$ cat config.mk
export PLATFORM = sky130hd
export DESIGN_NAME = rob_commit_scheduler
export DESIGN_NICKNAME = d
export VERILOG_FILES = /design/src/rtl/rob_pkg.sv /design/src/rtl/rob_ptr_counter.sv /design/src/rtl/rob_commit_scheduler.sv
export SDC_FILE = /design/constraint.sdc
export NUM_CORES = 1
export LEC_CHECK = 0
export CORE_MARGIN = 8
export CORE_UTILIZATION = 55
export DETAILED_ROUTE_END_ITERATION = 10
export PLACE_DENSITY = 0.74
export SLEW_MARGIN = 30
export SYNTH_ARGS = -nofsm -noshare
export SYNTH_HDL_FRONTEND = slang
export SYNTH_HIERARCHICAL = 1
export SYNTH_SLANG_ARGS = --single-unit
$ cat constraint.sdc
create_clock -name clk_i -period 6.5 [get_ports clk_i]
set_clock_uncertainty 0.05 [all_clocks]
set_input_delay 1.625 -clock clk_i [delete_from_list [all_inputs] [get_ports clk_i]]
set_output_delay 1.625 -clock clk_i [all_outputs]
set_load 0.005 [all_outputs]
$ cat src/rtl/rob_pkg.sv
// rob_pkg: shared constants and types for the reorder-buffer commit scheduler.
//   ROB_SIZE / ROB_ADDR_W : default buffer depth and tag width
//   robTag_t / robCount_t : tag and occupancy types
//   robSchedState_t       : scheduler state (RUN, FLUSH)
package rob_pkg;

    localparam int ROB_SIZE   = 32;
    localparam int ROB_ADDR_W = $clog2(ROB_SIZE);

    typedef logic [ROB_ADDR_W-1:0] robTag_t;
    typedef logic [ROB_ADDR_W:0]   robCount_t;

    typedef enum logic [0:0] {
        RUN   = 1'b0,
        FLUSH = 1'b1
    } robSchedState_t;

endpackage

$ cat src/rtl/rob_ptr_counter.sv
// rob_ptr_counter: wrapping ring pointer.
//   clk_i, reset_i : clock, asynchronous active-high reset (ptr -> 0)
//   clr_i          : synchronous clear to 0, wins over inc_i
//   inc_i          : advance by one; wraps naturally at 2**W
//   ptr_o          : current pointer value
module rob_ptr_counter #(
    parameter int W = 5
) (
    input  logic         clk_i,
    input  logic         reset_i,
    input  logic         clr_i,
    input  logic         inc_i,
    output logic [W-1:0] ptr_o
);

    always_ff @(posedge clk_i or posedge reset_i) begin
        if (reset_i)    ptr_o <= '0;
        else if (clr_i) ptr_o <= '0;
        else if (inc_i) ptr_o <= ptr_o + W'(1);
    end

endmodule

$ cat src/rtl/rob_commit_scheduler.sv
// rob_commit_scheduler: allocate / complete / commit sequencing for the ROB.
//   dispatch*  : allocation at the tail; dispatchTag_o is always the tail
//   wb*        : completion by tag; ignored for unallocated tags
//   commit*    : in-order retirement from the head, one per cycle
//   flush_i    : empties the buffer; one FLUSH cycle follows the last flush
//   count_o / empty_o / full_o : occupancy; all ROBsize entries usable
module rob_commit_scheduler
    import rob_pkg::*;
#(
    parameter int ROBsize  = ROB_SIZE,
    parameter int addrSize = $clog2(ROBsize)
) (
    input  logic                clk_i,
    input  logic                reset_i,
    input  logic                dispatchValid_i,
    output logic                dispatchReady_o,
    output logic [addrSize-1:0] dispatchTag_o,
    input  logic                wbValid_i,
    input  logic [addrSize-1:0] wbTag_i,
    output logic                commitValid_o,
    output logic [addrSize-1:0] commitTag_o,
    input  logic                commitReady_i,
    input  logic                flush_i,
    output logic [addrSize:0]   count_o,
    output logic                empty_o,
    output logic                full_o
);

    localparam logic [addrSize:0] FULL_CNT = (addrSize+1)'(ROBsize);
    localparam logic [addrSize:0] ONE_CNT  = (addrSize+1)'(1);

    robSchedState_t       state_q;
    logic [ROBsize-1:0]   valid_q;
    logic [ROBsize-1:0]   done_q;
    logic [addrSize:0]    count_q;
    logic [addrSize-1:0]  head;
    logic [addrSize-1:0]  tail;
    logic                 dispatch_fire;
    logic                 commit_fire;
    logic                 wb_fire;

    // Occupancy is tracked by count, so head==tail is ambiguous on its own.
    assign full_o  = (count_q == FULL_CNT);
    assign empty_o = (count_q == '0);
    assign count_o = count_q;

    assign dispatchReady_o = (state_q == RUN) & ~full_o & ~flush_i;
    assign dispatchTag_o   = tail;
    assign dispatch_fire   = dispatchValid_i & dispatchReady_o;

    // Registered done bits only: a completion is visible to commit next cycle.
    assign commitValid_o = (state_q == RUN) & ~flush_i & valid_q[head] & done_q[head];
    assign commitTag_o   = head;
    assign commit_fire   = commitValid_o & commitReady_i;

    assign wb_fire = wbValid_i & valid_q[wbTag_i] & ~flush_i;

    rob_ptr_counter #(.W(addrSize)) u_head (
        .clk_i   (clk_i),
        .reset_i (reset_i),
        .clr_i   (flush_i),
        .inc_i   (commit_fire),
        .ptr_o   (head)
    );

    rob_ptr_counter #(.W(addrSize)) u_tail (
        .clk_i   (clk_i),
        .reset_i (reset_i),
        .clr_i   (flush_i),
        .inc_i   (dispatch_fire),
        .ptr_o   (tail)
    );

    always_ff @(posedge clk_i or posedge reset_i) begin
        if (reset_i) state_q <= RUN;
        else         state_q <= flush_i ? FLUSH : RUN;
    end

    always_ff @(posedge clk_i or posedge reset_i) begin
        if (reset_i) begin
            count_q <= '0;
        end else if (flush_i) begin
            count_q <= '0;
        end else begin
            case ({dispatch_fire, commit_fire})
                2'b10:   count_q <= count_q + ONE_CNT;
                2'b01:   count_q <= count_q - ONE_CNT;
                default: count_q <= count_q;
            endcase
        end
    end

    // Later assignments win: a writeback racing the commit of the same head
    // entry must not leave a stale done bit behind the retired slot.
    always_ff @(posedge clk_i or posedge reset_i) begin
        if (reset_i) begin
            valid_q <= '0;
            done_q  <= '0;
        end else if (flush_i) begin
            valid_q <= '0;
            done_q  <= '0;
        end else begin
            if (wb_fire) done_q[wbTag_i] <= 1'b1;
            if (commit_fire) begin
                valid_q[head] <= 1'b0;
                done_q[head]  <= 1'b0;
            end
            if (dispatch_fire) begin
                valid_q[tail] <= 1'b1;
                done_q[tail]  <= 1'b0;
            end
        end
    end

endmodule
==> flow_metrics.tcl <==
set metrics [dict create \
    finalSetupTns_ps 0 \
    min_path_cells 2 \
    synth-seq-cells 81 \
    r2r_cells 17 \
    rsz0062_at_grt "false" \
    initial_core_util 0.561 \
    firstDrtPassIters 5 \
    cts_buffer_depth 2 \
    tightest_slew_ps 964 \
    synthMuxAreaShare 0.115 \
    dieWidth_um 115 \
    ios 31 \
    grt_usage 0.268 \
    synth_fa_ha_area_frac 0.0175 \
    post_cts_resized 0 \
    rows 36 \
    drv_slew 0 \
    crit_chain "buf_4, mux2i_1, o221ai_1, nand3_1, and4_1, or4_1, inv_1, clkdlybuf4s50_1" \
    status "complete, no violations" \
    arrival_ps 3540 \
    period_share 0.802 \
    clk_pin_slew_ps 80 \
    cts.htree.levels 3 \
    syn_nets 602 \
    synth_top_family_by_area "simple AND/OR/NAND/NOR gates" \
    avgSynthCellArea_sq_um 9.31 \
    r2r_end "count_o[5]" \
    die_h_um 115 \
    synth_top_area_cell "dfrtp_1" \
    yosysWarnings 6 \
    synthMostInstantiatedCell "dfrtp_1" \
    via_count 5011 \
    io_buffers 30 \
    slew_headroom 0.358 \
    cp.required_ps 4830 \
    fin_nets 614 \
    postSynthCellCount 584 \
    coreArea_sq_um 9680 \
    cpPeakStageDelay_ps 810 \
    drive_above_1_share 0.0965 \
    cts.sink_count 81 \
    powerDensity_nw_per_um2 168 \
    grt.overflow.total 0 \
    place_hpwl_um 11500 \
    synth.area.top_cells "dfrtp_1, mux2i_1, a21oi_1, nor2_1, mux4_1" \
    wirelength_um 17000 \
    avgViaCountPerCell 6.83 \
    endpoint "commitValid_o" \
    crit_path_start_kind "flop" \
    yosys.cell_types.count 68 \
    drt_iter0_drc 694 \
    gp_congestion 0.967 \
    fmax_ghz 0.192 \
    insertion_delay_ps 380 \
    synthTopCellsByCount "dfrtp_1, nor2_1, a21oi_1" \
    seq_area_frac_synth 0.373 \
    p_leak_nw 2.35 \
    synth_compound_area_frac 0.174 \
    grt_pass1_wl_um 27000 \
    synth-simple-area-share 0.253 \
    worstSetupStartpoint "u_head/ptr_o[1]" \
    route.detailed.drc 0 \
    n_fill_cell 824 \
    crit_slowest_cell "dfrtp_2" \
    final_util 0.614 \
    die_area_sq_um 13300 \
    ctsHoldBuffers 0 \
    synth-edff-count 0 \
    rrSetupSlack_ps 1740 \
    syn2layout_area_growth_pct 9.46 \
    peakVddDrop_mv 0.106 \
    yosys_most_used_dff "dfrtp_1" \
    diodes 0 \
    numCtsBuffers 9 \
    synthDominantCellAreaShare 0.373 \
    wl_per_cell_um 23.2 \
    rr_startpoint "u_head/ptr_o[1]" \
    first_global_vias 4982 \
    finalSetupViolations 0 \
    synth-xor-area-share 0.0122 \
    critical_path_class "reg2out" \
    worstPathMaxFanout 27 \
    period_needed_ps 5210 \
    maxCapViolCount 0 \
    post-cts-setup-buffers 0 \
    ys_async_sr_fraction 1.00 \
    cp-end-kind "primary output" \
    cts_tree "done" \
    cts-root-buf "clkbuf_8" \
    antenna_found_initial 0 \
    hold_viol 0 \
    grt_max_degree 72 \
    hp-class "reg2reg" \
    syn_area_sq_um 5440 \
    ant_nets 0 \
]
-- worst min-delay path by stage --
| stage | endpoint | from |
|---|---|---|
| after detailed placement | valid_q[23] | valid_q[23] |
| final | valid_q[11] | valid_q[11] |
| after CTS | valid_q[11] | valid_q[11] |
| after floorplan | valid_q[3] | valid_q[3] |
| after global routing | valid_q[24] | valid_q[24] |
| after global placement | valid_q[24] | valid_q[24] |
-- through the flow --
stage          hold slack, ps  cell area (sq um)  total power [mW]  setup slack, ps  cells
4_1_cts                   515               5950              1.01             1310    734
3_5_place_dp              503               5720             0.585             1430    718
3_3_place_gp              496               5720             0.584             1450    718
5_1_grt                   536               5950              1.03             1130    734
2_1_floorplan             447               5440             0.560             2040    584
6_report                  513               5950             0.997             1290    734
-- layout by cell type, fill, tap and decap left out, drive strengths merged, types with 10 or more instances in the layout --
cell type,count
nand2,39
nor4,13
mux4,10
o21ai,21
mux2i,27
nor2b,13
inv,21
clkdlybuf4s50,29
a31oi,12
or3,13
clkbuf,12
dfrtp,81
nor2,58
nand3,15
nand4,10
nor3,29
a21oi,48
-- cell families (layout without fill, tap and decap cells) --
kind of cell	count (synthesis)	after routing
compound gates	146	146
xor+xnor	6	6
fa+ha+maj	7	7
buf+inv	57	74
flops	81	81
mux	45	45
simple gates	242	242
-- critical path, delay by kind of cell (launching register included) --
family | cells | cell delay (ps)
AO/OA/AOI/OAI | 1 | 200
multiplexers | 1 | 170
AND/OR/NAND/NOR | 3 | 990
buffers and inverters | 3 | 980
flip-flops | 1 | 810
-- registers in the layout, indices dropped and copies added, names as in the netlist --
signal,cells
count_o,6
done_q,32
state_q,1
u_head/ptr_o,5
u_tail/ptr_o,5
valid_q,32
-- area by class of cell --
type	count	area (sq um)	share of cell area
tap	133	166	0.0280
timing repair buffer	37	352	0.0591
multi-input combinational	446	3100	0.522
clock buffer	12	145	0.0244
sequential	81	2030	0.341
clock inverter	4	76.3	0.0128
inverter	21	78.8	0.0132
-- per-layer routing --
metal  part of all wire  track usage
met1               0.39        0.345
met3               0.10       0.0724
met5                  0            0
met2               0.45        0.395
met4              0.048        0.158
-- where the power goes --
group	internal [mW]	leakage, nW	switching, mW
clock network	0.228	0.107	0.194
registers	0.505	1.13	0.00463
logic	0.0216	1.11	0.0443
No activity file was read; power rests on OpenSTA's default activity.
